**src/rtl/obc_dft_pkg.sv**
```systemverilog
// Shared parameters and state encoding for the OBC DFT bin sequencer.
package obc_dft_pkg;

    localparam int W_DEF     = 8;
    localparam int ROM_W_DEF = 32;

    // Accumulator must hold the partial-sum width plus one bit per weighted slice.
    function automatic int acc_w(input int rom_w, input int w);
        return rom_w + w;
    endfunction

    typedef enum logic [1:0] {
        IDLE,
        RUN_RE,
        RUN_IM,
        DONE
    } state_t;

endpackage

```
**src/rtl/obc_shift_acc.sv**
```systemverilog
// Signed shift-accumulator: MSB slice loads -r, later slices apply acc*2 + r.
module obc_shift_acc #(
    parameter int ROM_W = 32,
    parameter int ACC_W = 40
) (
    input  logic                    clk,
    input  logic                    rst_n,
    input  logic                    i_clr,
    input  logic                    i_clr_neg,
    input  logic                    i_step,
    input  logic signed [ROM_W-1:0] i_rom,
    output logic signed [ACC_W-1:0] o_acc,
    output logic signed [ACC_W-1:0] o_acc_nxt
);

    logic signed [ACC_W-1:0] r_acc;
    logic signed [ACC_W-1:0] w_r;

    assign w_r = {{(ACC_W-ROM_W){i_rom[ROM_W-1]}}, i_rom};

    always_comb begin
        o_acc_nxt = (r_acc <<< 1) + w_r;
        if (i_clr_neg) begin
            o_acc_nxt = -w_r;
        end
    end

    always_ff @(posedge clk) begin
        if (!rst_n) begin
            r_acc <= '0;
        end else if (i_clr) begin
            r_acc <= '0;
        end else if (i_step) begin
            r_acc <= o_acc_nxt;
        end
    end

    assign o_acc = r_acc;

endmodule

```
**src/rtl/obc_dft_bin_seq.sv**
```systemverilog
// Bit-serial sequencer for one OBC DFT bin: feeds MSB-first slices to the
// ROM datapath for a real then an imaginary pass and accumulates the results.
module obc_dft_bin_seq
    import obc_dft_pkg::*;
#(
    parameter int W     = W_DEF,
    parameter int ROM_W = ROM_W_DEF,
    parameter int ACC_W = acc_w(ROM_W, W)
) (
    input  logic                    clk,
    input  logic                    rst_n,
    input  logic                    start,
    input  logic [16*W-1:0]         x_in,
    input  logic signed [ACC_W-1:0] off_re,
    input  logic signed [ACC_W-1:0] off_im,
    output logic [15:0]             x_bit,
    output logic                    m,
    input  logic signed [ROM_W-1:0] rom_in,
    output logic                    busy,
    output logic                    done,
    output logic signed [ACC_W-1:0] re_out,
    output logic signed [ACC_W-1:0] im_out
);

    localparam int CNT_W = $clog2(W);
    localparam logic [CNT_W-1:0] B_MSB = CNT_W'(W - 1);

    state_t r_state;
    state_t w_state_nxt;

    logic [CNT_W-1:0]        r_bit;
    logic [16*W-1:0]         r_x;
    logic [15:0]             r_x_bit;
    logic                    r_m;
    logic signed [ACC_W-1:0] r_re_acc;
    logic signed [ACC_W-1:0] r_re_out;
    logic signed [ACC_W-1:0] r_im_out;

    logic                    w_last;
    logic                    w_accept;
    logic                    w_step;
    logic                    w_clr;
    logic                    w_clr_neg;
    logic signed [ACC_W-1:0] w_acc;
    logic signed [ACC_W-1:0] w_acc_nxt;
    logic signed [ACC_W-1:0] w_re_sum;
    logic signed [ACC_W-1:0] w_im_sum;

    function automatic logic [15:0] f_slice(input logic [16*W-1:0] x,
                                            input logic [CNT_W-1:0] b);
        logic [W-1:0] s;
        f_slice = '0;
        for (int unsigned n = 0; n < 16; n++) begin
            s          = x[n*W +: W];
            f_slice[n] = s[b];
        end
    endfunction

    assign w_last = (r_bit == '0);

    always_ff @(posedge clk) begin
        if (!rst_n) begin
            r_state <= IDLE;
        end else begin
            r_state <= w_state_nxt;
        end
    end

    always_comb begin
        w_state_nxt = r_state;
        case (r_state)
            IDLE:    if (start)  w_state_nxt = RUN_RE;
            RUN_RE:  if (w_last) w_state_nxt = RUN_IM;
            RUN_IM:  if (w_last) w_state_nxt = DONE;
            DONE:    w_state_nxt = IDLE;
            default: w_state_nxt = IDLE;
        endcase
    end

    // Offsets are sampled in DONE, so the result is combinational in that cycle
    // and held from the register afterwards.
    always_comb begin
        busy      = (r_state != IDLE);
        done      = (r_state == DONE);
        w_accept  = (r_state == IDLE) && start;
        w_step    = (r_state == RUN_RE) || (r_state == RUN_IM);
        w_clr     = w_accept || ((r_state == RUN_RE) && w_last);
        w_clr_neg = (r_bit == B_MSB);
        re_out    = done ? w_re_sum : r_re_out;
        im_out    = done ? w_im_sum : r_im_out;
    end

    assign w_re_sum = r_re_acc + off_re;
    assign w_im_sum = w_acc + off_im;

    always_ff @(posedge clk) begin
        if (!rst_n) begin
            r_bit    <= '0;
            r_x      <= '0;
            r_x_bit  <= '0;
            r_m      <= 1'b0;
            r_re_acc <= '0;
            r_re_out <= '0;
            r_im_out <= '0;
        end else begin
            case (r_state)
                IDLE: begin
                    if (start) begin
                        r_x     <= x_in;
                        r_bit   <= B_MSB;
                        r_m     <= 1'b0;
                        r_x_bit <= f_slice(x_in, B_MSB);
                    end
                end
                RUN_RE: begin
                    if (w_last) begin
                        r_re_acc <= w_acc_nxt;
                        r_bit    <= B_MSB;
                        r_m      <= 1'b1;
                        r_x_bit  <= f_slice(r_x, B_MSB);
                    end else begin
                        r_bit   <= r_bit - 1'b1;
                        r_x_bit <= f_slice(r_x, r_bit - 1'b1);
                    end
                end
                RUN_IM: begin
                    if (w_last) begin
                        r_x_bit <= '0;
                    end else begin
                        r_bit   <= r_bit - 1'b1;
                        r_x_bit <= f_slice(r_x, r_bit - 1'b1);
                    end
                end
                DONE: begin
                    r_m      <= 1'b0;
                    r_re_out <= w_re_sum;
                    r_im_out <= w_im_sum;
                end
                default: ;
            endcase
        end
    end

    assign x_bit = r_x_bit;
    assign m     = r_m;

    obc_shift_acc #(
        .ROM_W(ROM_W),
        .ACC_W(ACC_W)
    ) u_acc (
        .clk       (clk),
        .rst_n     (rst_n),
        .i_clr     (w_clr),
        .i_clr_neg (w_clr_neg),
        .i_step    (w_step),
        .i_rom     (rom_in),
        .o_acc     (w_acc),
        .o_acc_nxt (w_acc_nxt)
    );

endmodule

```
**config.mk**
```make
export PLATFORM = sky130hd
export DESIGN_NAME = obc_dft_bin_seq
export DESIGN_NICKNAME = d
export VERILOG_FILES = /design/src/rtl/obc_dft_pkg.sv /design/src/rtl/obc_shift_acc.sv /design/src/rtl/obc_dft_bin_seq.sv
export SDC_FILE = /design/constraint.sdc
export NUM_CORES = 1
export LEC_CHECK = 0
export CAP_MARGIN = 20
export CORE_AREA = 2 2 286 288
export CTS_BUF_LIST = sky130_fd_sc_hd__clkbuf_4
export DETAILED_ROUTE_END_ITERATION = 12
export DIE_AREA = 0 0 288 290
export PLACE_DENSITY = 0.56
export SYNTH_ARGS = -nofsm -noshare
export SYNTH_HDL_FRONTEND = slang
export SYNTH_SLANG_ARGS = --single-unit
```
**constraint.sdc**
```tcl
create_clock -name clk -period 3.74 [get_ports clk]
set_input_delay 0.374 -clock clk [delete_from_list [all_inputs] [get_ports clk]]
set_output_delay 0.374 -clock clk [all_outputs]
set_load 0.01 [all_outputs]
```
Word-level counts from Yosys, hierarchy flattened
Index checks and enable logic that the tools add are counted.
{ "op_classes": {"add_sub_neg": 5, "n_lt_le_gt_ge": 1, "n_eq_ne": 8, "muxes": 50, "bitwise_logic": 1, "reduce_logical": 16} }
{ "ops": {"columns": ["op", "count"], "rows": [
  ["$mux 40", 3],
  ["$add 40x40->40", 2],
  ["$bmux 1 s3", 16],
  ["$mux 16", 3],
  ["$pmux 16 s3", 1],
  ["$add 40x32->40", 1],
  ["$neg 32->40", 1],
  ["$mux 1", 18],
  ["$mux 3", 3],
  ["$pmux 3 s3", 1],
  ["$reduce_and 3->1", 3],
  ["$ne 2x2->1 const B", 4],
  ["$pmux 2 s4", 1],
  ["$mux 2", 3],
  ["$reduce_and 2->1", 3],
  ["$reduce_bool 3->1", 2],
  ["$eq 2x2->1 const B", 2],
  ["$lt 3x4->1 const B", 1],
  ["$eq 3x3->1 const B", 1],
  ["$logic_not 3->1", 1],
  ["$pmux 1 s3", 1],
  ["$sub 3x1->3 const B", 1],
  ["$eq 2x1->1 const B", 1],
  ["$logic_and 1x1->1", 2],
  ["5 further kinds", 6]
]} }
{ "totals": {"reg_bits": 310, "input_bits": 243, "output_inout_bits": 99, "wordCells": 90} }

Logic depth before layout (Yosys ltp)
{ "logic_depth": {"ltp_word": 5, "mapped_depth": 12, "mapped_depth_nobuf": 12} }

Modules after synthesis
From an unflattened synthesis, not the netlist that was laid out.
{ "unflattened": {"hier_cells": 2693, "hier_area_um2": 20946.3} }
{ "modules_own_cells": {"columns": ["mod", "instances", "cells_each", "area_each_um2", "seq_area_each_um2"], "rows": [
  ["obc_dft_bin_seq", 1, 2022, 16040.4, 5405.2],
  ["obc_shift_acc", 1, 671, 4906.0, 800.8]
]} }

Worst setup path before layout
OpenSTA, ideal clock, no wires.
{ "synth_timing": {"kind": "input port to output port", "from": "input port off_im[0]", "to": "output port im_out[38]", "arrival_ps": 2818, "t_required_ps": 3366, "slack_ps": 548, "stages": 12, "path_buffers": 0, "path_cell_list": "ha_1 -> inv_1 -> fa_1 -> nand2b_1 -> a21oi_1 -> o211a_1 -> o2111ai_1 -> a2111oi_2 -> nor3_2 -> nor3_2 -> mux2i_1 -> or3_1"} }
{ "synth_via": {"elab_chain_len": 2} }
{ "synth_lines": {"columns": ["element", "line_no", "source"], "rows": [
  ["from (decl)", "obc_dft_bin_seq.sv:15", "input logic signed [ACC_W-1:0] off_im,"],
  ["$add 40x40->40", "obc_dft_bin_seq.sv:94", "assign w_im_sum = w_acc + off_im;"],
  ["$mux 40", null, null],
  ["to (decl)", "obc_dft_bin_seq.sv:22", "output logic signed [ACC_W-1:0] im_out"]
]} }
No other way between the ends.

Final worst setup path
{ "layout_timing": {"from": "register u_acc.r_acc[0] (netlist: u_acc.o_acc[0])", "to": "output port im_out[38]"} }
{ "layout_via": {"elab_chain_len": 2} }
{ "layout_lines": {"columns": ["element", "line_no", "source"], "rows": [
  ["from (decl)", "obc_shift_acc.sv:16", "logic signed [ACC_W-1:0] r_acc;"],
  ["from (signal assigned)", "obc_shift_acc.sv:34", "r_acc <= o_acc_nxt;"],
  ["$add 40x40->40", "obc_dft_bin_seq.sv:94", null],
  ["$mux 40", null, null]
]} }
No other way between the ends.

==> summary.md <==
| Metric | Value |
|---|---|
| Status | `finished with violations` |
| Failing checks | `setup timing` |
| Hold path cells | `3` |
| CTS tree | `yes` |
| Post-synth top area cell | `dfxtp_1` |
| HP Class | `in2reg` |
| Longest Clk Path Bufs | `3` |
| Later-pin clock latency in the skew report | `860 ps` |
| Post-Synthesis Cells | `2491` |
| Initial DRC Count | `1060` |
| Number of port buffers | `341` |
| Most frequent cells in the layout | `398 x nand2_1, 316 x buf_4, 285 x a21oi_1` |
| Overall power | `22.18 mW` |
| Startpoint Class | `flip-flop` |
| Total core area | `80160 um^2` |
| Hold Startpoint | `x_in[84]` |
| Layout cell share with drive strength beyond 1 | `26.80%` |
| Syn nets | `2862` |
| Vias in the first global route | `20600` |
| Post-Syn Area | `19960 um^2` |
| Asr flop ratio synth | `0%` |
| Maxcap violations | `0` |
| Sequential Power Share | `21.9%` |
| Final Hold Fails | `0` |
| Setup-failing EPs final | `40` |
| Fill count | `8320` |
| Slew headroom | `31.01%` |
| Die H | `290 um` |
| Post-route ant nets | `0` |
| Seq/Total Area, Yosys | `31.09%` |
| Dpl cells | `4037` |
| CTS clk-pin slew, worst paths | `70 ps` |
| VDD IR max | `0.4910 mV` |
| Yosys Warn Count | `0` |
| Final wirelength | `77.38 mm` |
| RR Startpoint | `u_acc.o_acc[0]$_SDFFE_PP0N_` |
| Psw | `9.953 mW` |
| Utilization after layout | `37.86%` |
| Worst slew pin tran | `1035 ps` |
| R2R setup slack | `-360 ps` |
| Post-synth cell types | `92` |
| Antenna violations before repair | `4` |
| NumNets Final | `3580` |
| Commonest non-fill, non-tap cell in the layout | `nand2_1` |
| GRT Util Overall | `18.06%` |
| Sw frac | `44.88%` |
| PD cells | `730.8 nW/um^2` |
| RSZ-0062 raised after global routing | `true` |
| Vias/cell | `4.779` |
| Area grow syn2layout | `52.05%` |
| HPWL after DPL | `57.71 mm` |
| CTS sink count | `310` |
| Die area | `83520 um^2` |
| Synth top area share | `31.09%` |
| First-pass DRT Iterations | `5` |
| Global-route wire length before repair | `118.5 mm` |
| Largest net degree at the start of global routing | `129` |
| Ys flop type | `dfxtp_1` |
| Worst Hold End | `r_x[84]$_SDFFE_PN0P_` |
| IO Pins | `342` |
| Worst Path Max Fanout | `3` |
| Gpl congestion | `0.9379` |
| FF-to-FF path depth | `25` |
| Post-synth EDFFs | `0` |
| Synthesized area per cell | `8.013 um^2` |
| Gr ovfl total | `0` |
| Residual DRC | `0` |
| CTS Buf Count | `90` |
| R2r endpoint | `r_im_out[38]$_SDFF_PN0_` |
| Crit path required time | `3370 ps` |
| Endpoint arrival time on the critical path | `3790 ps` |
| Synth area leaders | `dfxtp_1 31%, ha_1 7.8%, a21oi_1 7.8%, nand2_1 7.7%, mux4_2 3.6%` |
| Int Power | `12.23 mW` |
| Leak | `12.66 nW` |
| # rows | `104` |
| Drt wl/cell | `17.82 um` |
| Final period util | `111.3%` |
| Comb power frac | `63.5%` |
| Final Max Slew Viols | `0` |
| Critical path capture point type | `primary output` |
| Clock Skews | `74.54 ps` |
| Worst Slack Setup Final | `-422.4 ps` |
| Clk network pwr share | `14.6%` |
| Vias | `20750` |
| Root Buffer | `clkbuf_4` |
| Initial core utilization | `24.90%` |
| Final non-filler cell total | `4342` |
| Min Tclk post-route | `4162 ps` |
| CTS HTree Levels | `3` |
| F_max | `0.2402 GHz` |
| Synth Register Bits | `310` |
| Width of the die | `288 um` |
| WS Path Type | `reg2out` |
-- logic make-up after synthesis --
group | Yosys count | share of synthesized area, %
compound gates | 740 | 22.76
xor+xnor | 131 | 5.748
fa+ha+maj | 128 | 8.136
buf+inv | 202 | 4.194
flops | 310 | 31.09
mux | 111 | 7.942
simple gates | 869 | 20.13
-- routing by layer --
metal | up-vias | global-route usage [%] | part of all wire (%)
li1 | 10410 | - | -
met1 | 9698 | 23.03 | 44
met2 | 519 | 30.00 | 47
met3 | 125 | 3.805 | 5.6
met4 | 2 | 6.167 | 3.1
met5 | - | 0 | 0.026
-- cell usage after synthesis (all sizes together), types with 8 or more instances --
cell type,count
ha,125
nor2,146
clkbuf,138
nand4,22
inv,50
and2,79
o21ai,148
a21o,58
nand3,62
nor4,14
xor2,55
nand2,410
o21a,11
a31oi,21
buf,13
dfxtp,310
nand2b,20
xnor2,76
nor2b,33
o21bai,18
o31ai,8
mux2,56
o211ai,25
mux2i,23
nor3,30
a21oi,314
and3,12
a211oi,56
mux4,32
or3,15
-- flip-flops by register name (all words and copies together) (netlist names) --
register,flops
x_bit,16
r_bit,3
r_im_out,40
r_state,2
u_acc.o_acc,40
r_x,128
r_re_out,40
m,1
r_re_acc,40
-- critical path: stages (launching register included) --
cell and delay [ps]:
dfxtp_2 360, ha_4 150, inv_2 40, fa_2 380, nand2b_4 160, a21oi_4 160, o211a_1 220, o2111ai_2 140
buf_6 170, a2111oi_4 340, nor3_2 90, nor3_2 140, mux2i_1 110, or3_1 320, buf_2 150
-- final cells by class --
class / count / area (um^2) / share of cell area (%)
Clock buffer: 129 / 968.4 / 3.191
Multi-Input combinational cell: 1979 / 14400 / 47.46
Sequential cell: 310 / 6267 / 20.65
Timing Repair Buffer: 777 / 7012 / 23.10
Clock inverter: 30 / 161.4 / 0.5318
Antenna cell: 6 / 15.01 / 0.04947
Tap cell: 1060 / 1326 / 4.370
Inverter: 51 / 196.4 / 0.6473
-- worst max-delay path by stage --
stage                                     start    endpoint  cells after the start
floorplan                             off_im[0]  im_out[38]                     12
global placement                      off_im[1]  im_out[39]                     12
detailed placement                    off_im[0]  im_out[38]                     15
CTS                 u_acc.o_acc[0]$_SDFFE_PP0N_  im_out[38]                     14
global route        u_acc.o_acc[0]$_SDFFE_PP0N_  im_out[38]                     14
finish              u_acc.o_acc[0]$_SDFFE_PP0N_  im_out[38]                     14
-- repair_timing --
action | 4_1_cts | 5_1_grt
setup buffers | 57 | 25
resized for setup | 518 | 93
pin swaps | 100 | 91
endpoints found under the hold margin | 90 | 0
hold buffers | 66 | 0
endpoints found under the setup margin | 69 | 65
-- power by group through the flow --
stage | clock network (mW) | registers [mW] | logic [mW]
2_1_floorplan | 0 | 4.54 | 7.32
3_3_place_gp | 0 | 4.82 | 12.6
3_5_place_dp | 0 | 4.83 | 12.6
4_1_cts | 3.39 | 4.84 | 13.7
5_1_grt | 3.59 | 4.93 | 15.3
6_report | 3.25 | 4.86 | 14.1
-- stage by stage --
step / instance area (um^2) / hold WS (ps) / worst slack, ps / setup TNS [ps]
after CTS: 29840 / 0.3360 / -603.5 / -11100
after global placement: 26380 / 439.0 / -695.5 / -13170
final: 30350 / 104.1 / -422.4 / -6785
after detailed placement: 26380 / 443.3 / -707.9 / -13430
after floorplan: 19960 / 433.1 / 548.4 / 0
after global routing: 30350 / 33.82 / -714.1 / -17210
(Power assumes the default switching activity.)
